`src/rtl/perf_counter_bank_pkg.sv`:
```
// Shared constants for the performance counter bank:
// overflow modes, channel map and a width helper.
package perf_pkg;

  localparam int OVF_WRAP = 0;
  localparam int OVF_SAT  = 1;

  localparam int CH_ICACHE_HIT = 0;
  localparam int CH_DCACHE_HIT = 1;
  localparam int CH_ICACHE_REQ = 2;
  localparam int CH_DCACHE_REQ = 3;
  localparam int CH_REGWRITE   = 4;
  localparam int CH_MEMWRITE   = 5;
  localparam int CH_HALT       = 6;
  localparam int CH_STALL      = 7;

  // ceil(log2(n)), never below 1 so selects keep a real bit
  function automatic int clog2(input int n);
    int r;
    r = 1;
    for (int i = 1; i < 31; i++)
      if ((1 << i) < n) r = i + 1;
    return r;
  endfunction

endpackage

```
`src/rtl/perf_counter_bank_if.sv`:
```
// Control, event and read-port bundle between a host
// (pipeline tap / software) and the counter bank.
interface perf_counter_bank_if
  import perf_pkg::*;
#(
  parameter int NUM_CH = 8,
  parameter int CNT_W  = 32,
  parameter int SEL_W  = clog2(NUM_CH)
);
  logic [NUM_CH-1:0] ev_i;
  logic              en_i;
  logic              halt_i;
  logic              clr_i;
  logic              snap_i;
  logic [SEL_W-1:0]  rd_sel_i;
  logic [CNT_W-1:0]  rd_data_o;
  logic              rd_valid_o;
  logic [NUM_CH-1:0] ovf_o;
  logic [CNT_W-1:0]  cyc_o;
  logic              frozen_o;

  modport master (
    output ev_i, en_i, halt_i, clr_i, snap_i,
    output rd_sel_i,
    input  rd_data_o, rd_valid_o, ovf_o,
    input  cyc_o, frozen_o
  );

  modport slave (
    input  ev_i, en_i, halt_i, clr_i, snap_i,
    input  rd_sel_i,
    output rd_data_o, rd_valid_o, ovf_o,
    output cyc_o, frozen_o
  );
endinterface

```
`src/rtl/perf_counter_bank_ctr.sv`:
```
// One event counter with a sticky overflow flag;
// wraps or saturates at all-ones.
module perf_ctr
  import perf_pkg::*;
#(
  parameter int CNT_W = 32,
  parameter int SAT   = OVF_WRAP
) (
  input  logic             clk,
  input  logic             rst_n,
  input  logic             clr,
  input  logic             inc,
  output logic [CNT_W-1:0] cnt,
  output logic             ovf
);
  localparam logic [CNT_W-1:0] MAX = '1;

  always_ff @(posedge clk) begin
    if (!rst_n) begin
      cnt <= '0;
      ovf <= 1'b0;
    end else if (clr) begin
      cnt <= '0;
      ovf <= 1'b0;
    end else if (inc) begin
      if (cnt == MAX) begin
        ovf <= 1'b1;
        if (SAT == OVF_WRAP) cnt <= '0;
      end else begin
        cnt <= cnt + 1'b1;
      end
    end
  end
endmodule

```
`src/rtl/perf_counter_bank.sv`:
```
// Event counter bank: freeze on halt, cycle counter,
// snapshot shadows and a registered read mux.
module perf_counter_bank
  import perf_pkg::*;
#(
  parameter int NUM_CH = 8,
  parameter int CNT_W  = 32,
  parameter int SAT    = OVF_WRAP,
  parameter int SEL_W  = clog2(NUM_CH)
) (
  input logic               clk,
  input logic               rst_n,
  perf_counter_bank_if.slave bus
);
  logic [CNT_W-1:0]  cnt [NUM_CH];
  logic [CNT_W-1:0]  shadow [NUM_CH+1];
  logic [NUM_CH-1:0] ovf;
  logic [CNT_W-1:0]  cyc;
  logic [CNT_W-1:0]  rd_next;
  logic [CNT_W-1:0]  rd_data;
  logic              rd_valid;
  logic              frozen;
  logic              active;

  assign active = bus.en_i & ~frozen;

  for (genvar k = 0; k < NUM_CH; k++) begin : g_ch
    perf_ctr #(
      .CNT_W(CNT_W),
      .SAT  (SAT)
    ) u_ctr (
      .clk  (clk),
      .rst_n(rst_n),
      .clr  (bus.clr_i),
      .inc  (active & bus.ev_i[k]),
      .cnt  (cnt[k]),
      .ovf  (ovf[k])
    );
  end

  // halt freezes from the next cycle; only clear unfreezes
  always_ff @(posedge clk) begin
    if (!rst_n) begin
      frozen <= 1'b0;
      cyc    <= '0;
    end else if (bus.clr_i) begin
      frozen <= 1'b0;
      cyc    <= '0;
    end else begin
      if (active) cyc <= cyc + 1'b1;
      if (bus.halt_i) frozen <= 1'b1;
    end
  end

  always_ff @(posedge clk) begin
    if (!rst_n) begin
      for (int i = 0; i <= NUM_CH; i++)
        shadow[i] <= '0;
    end else if (bus.snap_i) begin
      for (int i = 0; i < NUM_CH; i++)
        shadow[i] <= cnt[i];
      shadow[NUM_CH] <= cyc;
    end
  end

  always_comb begin
    rd_next = '0;
    for (int i = 0; i <= NUM_CH; i++)
      if (32'(bus.rd_sel_i) == i)
        rd_next = shadow[i];
  end

  always_ff @(posedge clk) begin
    if (!rst_n) begin
      rd_data  <= '0;
      rd_valid <= 1'b0;
    end else begin
      rd_data  <= rd_next;
      rd_valid <= 1'b1;
    end
  end

  assign bus.rd_data_o  = rd_data;
  assign bus.rd_valid_o = rd_valid;
  assign bus.ovf_o      = ovf;
  assign bus.cyc_o      = cyc;
  assign bus.frozen_o   = frozen;
endmodule

```
`src/flat_wrapper.sv`:
```
// flat-port wrapper written by rule: the top's interface ports become plain ports
module perf_counter_bank_flat import perf_pkg::*;
#(
  parameter int NUM_CH = 8,
  parameter int CNT_W  = 32,
  parameter int SAT    = OVF_WRAP,
  parameter int SEL_W  = clog2(NUM_CH)
)
  (clk, rst_n, bus_ev_i, bus_en_i, bus_halt_i, bus_clr_i, bus_snap_i, bus_rd_sel_i, bus_rd_data_o, bus_rd_valid_o, bus_ovf_o, bus_cyc_o, bus_frozen_o);
  perf_counter_bank_if #(.NUM_CH(NUM_CH), .CNT_W(CNT_W), .SEL_W(SEL_W)) bus_i ();
  input logic clk;
  input logic rst_n;
  input wire logic [$bits(bus_i.ev_i)-1:0] bus_ev_i;
  input wire logic [$bits(bus_i.en_i)-1:0] bus_en_i;
  input wire logic [$bits(bus_i.halt_i)-1:0] bus_halt_i;
  input wire logic [$bits(bus_i.clr_i)-1:0] bus_clr_i;
  input wire logic [$bits(bus_i.snap_i)-1:0] bus_snap_i;
  input wire logic [$bits(bus_i.rd_sel_i)-1:0] bus_rd_sel_i;
  output wire logic [$bits(bus_i.rd_data_o)-1:0] bus_rd_data_o;
  output wire logic [$bits(bus_i.rd_valid_o)-1:0] bus_rd_valid_o;
  output wire logic [$bits(bus_i.ovf_o)-1:0] bus_ovf_o;
  output wire logic [$bits(bus_i.cyc_o)-1:0] bus_cyc_o;
  output wire logic [$bits(bus_i.frozen_o)-1:0] bus_frozen_o;
  assign bus_i.ev_i = bus_ev_i;
  assign bus_i.en_i = bus_en_i;
  assign bus_i.halt_i = bus_halt_i;
  assign bus_i.clr_i = bus_clr_i;
  assign bus_i.snap_i = bus_snap_i;
  assign bus_i.rd_sel_i = bus_rd_sel_i;
  assign bus_rd_data_o = bus_i.rd_data_o;
  assign bus_rd_valid_o = bus_i.rd_valid_o;
  assign bus_ovf_o = bus_i.ovf_o;
  assign bus_cyc_o = bus_i.cyc_o;
  assign bus_frozen_o = bus_i.frozen_o;
  perf_counter_bank #(.NUM_CH(NUM_CH), .CNT_W(CNT_W), .SAT(SAT), .SEL_W(SEL_W)) u_core (.clk(clk), .rst_n(rst_n), .bus(bus_i));
endmodule
```
`config.mk`:
```
export PLATFORM = sky130hd
export DESIGN_NAME = perf_counter_bank_flat
export DESIGN_NICKNAME = d
export VERILOG_FILES = /design/src/rtl/perf_counter_bank_pkg.sv /design/src/rtl/perf_counter_bank_if.sv /design/src/rtl/perf_counter_bank_ctr.sv /design/src/rtl/perf_counter_bank.sv /design/src/flat_wrapper.sv
export SDC_FILE = /design/constraint.sdc
export NUM_CORES = 1
export LEC_CHECK = 0
export CELL_PAD_IN_SITES_DETAIL_PLACEMENT = 1
export CELL_PAD_IN_SITES_GLOBAL_PLACEMENT = 2
export CORE_ASPECT_RATIO = 0.9
export CORE_MARGIN = 2
export CORE_UTILIZATION = 37
export DETAILED_ROUTE_END_ITERATION = 10
export PLACE_DENSITY = 0.78
export SYNTH_ARGS = -nofsm -noshare
export SYNTH_HDL_FRONTEND = slang
export SYNTH_HIERARCHICAL = 1
export SYNTH_SLANG_ARGS = --single-unit
```
`constraint.sdc`:
```
create_clock -name clk -period 10 [get_ports clk]
set_clock_uncertainty 0.1 [all_clocks]
set_input_delay 3 -clock clk [delete_from_list [all_inputs] [get_ports clk]]
set_output_delay 3 -clock clk [all_outputs]
set_load 0.02 [all_outputs]
```
* Yosys cells after proc, flatten, opt, wreduce, memory -nomap -nowiden
Memory sizes are Yosys's and may differ from the RTL's.
Cells that the tools add are included.
** Storage, ports and cells
- Bits in registers :: 330
- Bits in writable memories :: 288
- Input port bits :: 17
- Output and inout bits :: 74
- Logic and storage cells :: 105
- Memories kept :: 1
** Memory list
- u_core.shadow :: words 9, width 32, read ports 8, clocked after memory_dff 0, wr ports 9, RTL line perf_counter_bank.sv:16 : logic [CNT_W-1:0] shadow [NUM_CH+1];
** Cells by class
- Add/subtract/negate cells :: 9
- Equal/unequal tests :: 15
- Multiplexer cells :: 30
- Bitwise gates (word level) :: 20
- Reduce and logical (&&, ||, !) cells :: 10
** Operators by type and width (number)
- two-way mux 32 bit :: 25
- adder 32 x 1 -> 32 bit (second input constant) :: 9
- equality test 32 bit (second input constant) :: 8
- AND reduction 2 bit :: 8
- equality test 3 bit (second input constant) :: 4
- AND 1 bit :: 9
- OR 1 bit :: 9
- equality test 3 x 2 -> 1 bit (second input constant) :: 2
- two-way mux 1 bit :: 5
- equality test 3 x 1 -> 1 bit (second input constant) :: 1
- zero test 3 bit :: 1
- NOT 1 bit :: 2
- OR reduction 2 bit :: 1

* Longest topological paths before layout
- Depth after elaboration :: 9
- Mapped depth :: 10
- Mapped depth without buffers :: 7

* Modules after synthesis
Netlist, hierarchy kept.
** Modules (own cells, without submodules)
- perf_counter_bank :: times used 1, cells each 1074, area an instance 13987.2 um2, sequential area each 9008.6 um2
- perf_ctr :: times used 8, cells each 173, area an instance 1521.5 um2, sequential area each 660.6 um2

* Worst setup path after synthesis
Ideal clock, no wire load.
- Path kind :: in2reg
- From :: input bus_snap_i
- To :: memory u_core.shadow[0][0] (enable)
- Setup time :: 664 ps
- Arrival time :: 9394 ps
- Data required time :: 9236 ps
- Slack :: -158 ps
- Stages :: 2
- Path buffers :: 1
- Path through :: clkbuf_1 > nand2b_1
** RTL lines
- start, declared :: RTL line flat_wrapper.sv:17 : input wire logic [$bits(bus_i.snap_i)-1:0] bus_snap_i;
- end, declared :: RTL line perf_counter_bank.sv:16

* Final worst setup path
- From :: input bus_en_i
- To :: register u_core.g_ch[5].u_ctr.cnt[18]
** On the way
- Longest elaborated chain between the ends :: 2
** RTL lines
- start, declared :: RTL line flat_wrapper.sv:14 : input wire logic [$bits(bus_i.en_i)-1:0] bus_en_i;
- AND 1 bit :: RTL line perf_counter_bank.sv:25 : assign active = bus.en_i & ~frozen;
- AND 1 bit :: RTL line perf_counter_bank.sv:35 : .inc (active & bus.ev_i[k]),
- end signal, assigned :: RTL line perf_counter_bank_ctr.sv:30 : cnt <= cnt + 1'b1;
- end, declared :: RTL line perf_counter_bank_ctr.sv:13 : output logic [CNT_W-1:0] cnt,
Every way passes these cells.
A chain may end at the register's enable or synchronous reset.

==> metrics <==
vias per cell=about 5.5; CTS Buf Count=68; Setup Buffers After CTS=0; Worst-path clk slew=~0.05 ns; Max Cap Viol=0; crit path max fanout=15; die height=around 260 um; Synth cell types=54; Top Ports=91; first-pass GRT wire length=~120000 um; CP Capture Type=register; worst-skew pair later-pin latency=0.61 ns; cts hold-fix bufs=0; compound-gate portion of the synthesized area=about 4.7%; CP bufs+invs=2; post-route design area=between 0.02 and 0.03 mm^2; CP top delay family=simple AND/OR/NAND/NOR gates; post-synthesis simple-gate area fraction=about a quarter; drt total wl=79400 um; hpwl dp=~55000 um; post-cts resize count=0; Ys Warns=6; Yosys reg bits=about 600; initial antenna violation count=2; Post-Synth Adder-Cell Area=0.430%; number of flops mapped to enable cells by yosys=256; Top Usage Layer GRT=met2; endpoints failing setup=0; syn_area_per_cell=between 10 and 15 um^2; Slew @ Worst Pin=about 1.2 ns; largest family of logic cells by synthesized area=simple AND/OR/NAND/NOR gates; fin crit period=between 5 and 6 ns; number of global-route vias before repair=just under 20000; Clock Tree Buf Depth=3; mux cell area share after synthesis=under 10%; Pre-Repair DR Iteration Count=5; core area=0.0700 mm^2; global routing usage on met2=between 30% and 40%; Yosys top cell area share=29.4%; CP Class=primary input to register; Syn Nets=between 2000 and 2500; Synth area leaders=edfxtp_1 (29%), dfxtp_1 (25%), and3_1 (6.5%), xor2_1 (5.2%), nor2_1 (4.7%); fin. max-slew vios=0; fin crit share=roughly three fifths; area grow syn2layout=14.5%; worst hold path class=register to register; Initial Utilization=between 30 and 40%; # port buffers=90; xor/xnor share of the synthesized area=under 10%; crit-path cells=clkdlybuf4s50_1, nor2b_2, buf_4, and2_1, nand4_4, nor4_1, nand2_1, xor2_1, nor2_1; Die ar.=0.0728 mm^2; initial DRC count=1539; Post-DRT Antenna Nets=0; final hold viol count=0; met3 Use GR=between 2 and 3%; Post-Synthesis Cells=between 2000 and 2500; ys flop type=dfxtp_1; CP max stage cell=nor4_1; pwr dens=between 150 and 200 mW/mm^2; sequential area share after synthesis=between 50% and 60%; peak supply drop=around 0.0001 V; layout cells sized above 1=under 10%; synth cell count leaders=dfxtp_1 (330), nor2_1 (330), and3_1 (272); Worst setup SP type=primary input; CP peak stage delay=1.06 ns; crit path DAT=about 6.3 ns; # H-tree levels=3; setup_tns=0 ns; cell leakage power=around 11 nW; status=completed; Post-Syn Area=between 0.02 and 0.03 mm^2; Async S/R FF share, synth=0%; GRT Total Usage=a little over a fifth; relative slew slack=18.1%; Placed Area=0.0278 mm^2; WP data required=between 10 and 15 ns; DRC=0; CTS sink count=between 500 and 600; Final nets=about 2500; die width=284 um; GRT overflow=0; unrepaired setup endpoints after global routing=no; CTS tree=yes; clk root buf=clkbuf_16; Synth area leader=edfxtp_1; cell row count=just over 90; met1 Use GR=a little under a third; fmax=around 0.17 GHz; routability cong.=about 0.85; largest net degree at the start of global routing=around 170; Avg WL per Cell=around 23 um; vias=19184
[registers in the layout, indices dropped and copies added, names as in the netlist]
register,flops
u_core/g_ch.u_ctr/cnt,256
u_core/shadow,256
u_core/bus.cyc_o,32
u_core/bus.rd_data_o,32
u_core/g_ch.u_ctr/ovf,8
u_core/bus.frozen_o,1
u_core/bus.rd_valid_o,1
[final timing paths]
path	startpoint	endpoint	slack (ns)	cells past startpoint
setup / recovery	bus_en_i	u_core/g_ch[5].u_ctr/cnt[18]$_SDFFE_PP0P_	4.15	9
hold / removal	u_core/g_ch[6].u_ctr/ovf$_SDFFE_PP0P_	u_core/g_ch[6].u_ctr/ovf$_SDFFE_PP0P_	0.37	1
setup reg to reg	u_core/bus.frozen_o$_SDFFE_PP0P_	u_core/g_ch[5].u_ctr/cnt[18]$_SDFFE_PP0P_	6.77	8
hold reg to reg	u_core/g_ch[6].u_ctr/ovf$_SDFFE_PP0P_	u_core/g_ch[6].u_ctr/ovf$_SDFFE_PP0P_	0.37	1
[cell families after synthesis]
kind of cell | after synthesis
buf+inv | 165
flops | 586
mux | 87
xor+xnor | 236
compound gates | 182
simple gates | 1193
fa+ha+maj | 9
[report_power, final]
group / switching [mW] / total, mW / internal, mW / leakage [nW]
sequential: 0.0274 / 2.59 / 2.56 / 5.46
combinational: 0.177 / 0.255 / 0.0785 / 4.71
clock: 1.04 / 2.44 / 1.40 / 1.06
total: 1.24 / 5.28 / 4.04 / 11.2
[cells in the final DEF (no fill, tap or decap), drive strengths merged, types with 11 or more instances in the layout]
cell type and instances:
o22ai 13, mux2i 34, nor2 330, clkbuf 97
nand2b 11, xor2 155, buf 19, xnor2 81
nor4 29, or3 18, nand2 162, a21oi 40
mux2 34, nand3 101, edfxtp 256, nor3 27
dfxtp 330, clkinv 17, o31ai 12, nor2b 15
nand4 131, and2 17, clkdlybuf4s50 85, inv 30
a211oi 13, mux4 19, and4 36, o21ai 50
or2 17, and3 272, or4 21
[worst register-to-register path, cell delays in order, from the launching register on]
cell and delay (ns):
dfxtp_1 0.36, nor2b_2 0.13, buf_4 0.33, and2_1 0.39, nand4_4 0.21, nor4_1 1.06
nand2_1 0.25, xor2_1 0.21, nor2_1 0.12
[final cells by class]
| class | count | area, um^2 |
|---|---|---|
| Antenna cell | 7 | 17.5 |
| Clock buffer | 97 | 1920 |
| Clock inverter | 26 | 238 |
| Fill cell | 7663 | 40000 |
| Inverter | 24 | 90.1 |
| Multi-Input combinational cell | 1707 | 11200 |
| Sequential cell | 586 | 14300 |
| Tap cell | 940 | 1180 |
| Timing Repair Buffer | 104 | 1010 |
[stage by stage]
| step | setup WS (ns) | total power [mW] | utilization, % | std cells | hold WS [ns] |
|---|---|---|---|---|---|
| floorplan | 2.90 | 2.78 | - | 2458 | 0.344 |
| global placement | 3.72 | 2.89 | 39.7 | 3361 | 0.357 |
| detailed placement | 3.54 | 2.89 | 39.7 | 3361 | 0.362 |
| CTS | 4.16 | 5.34 | 42.8 | 3484 | 0.379 |
| global route | 3.90 | 5.45 | 42.8 | 3484 | 0.404 |
| finish | 4.15 | 5.28 | 42.8 | 3491 | 0.374 |
[layer usage]
layer	up-vias	wire length [um]
li1	8953	-
met1	9748	38600
met2	396	35800
met3	85	3490
met4	2	1510
met5	-	13
Note: power is estimated with default switching activity, not from simulation.
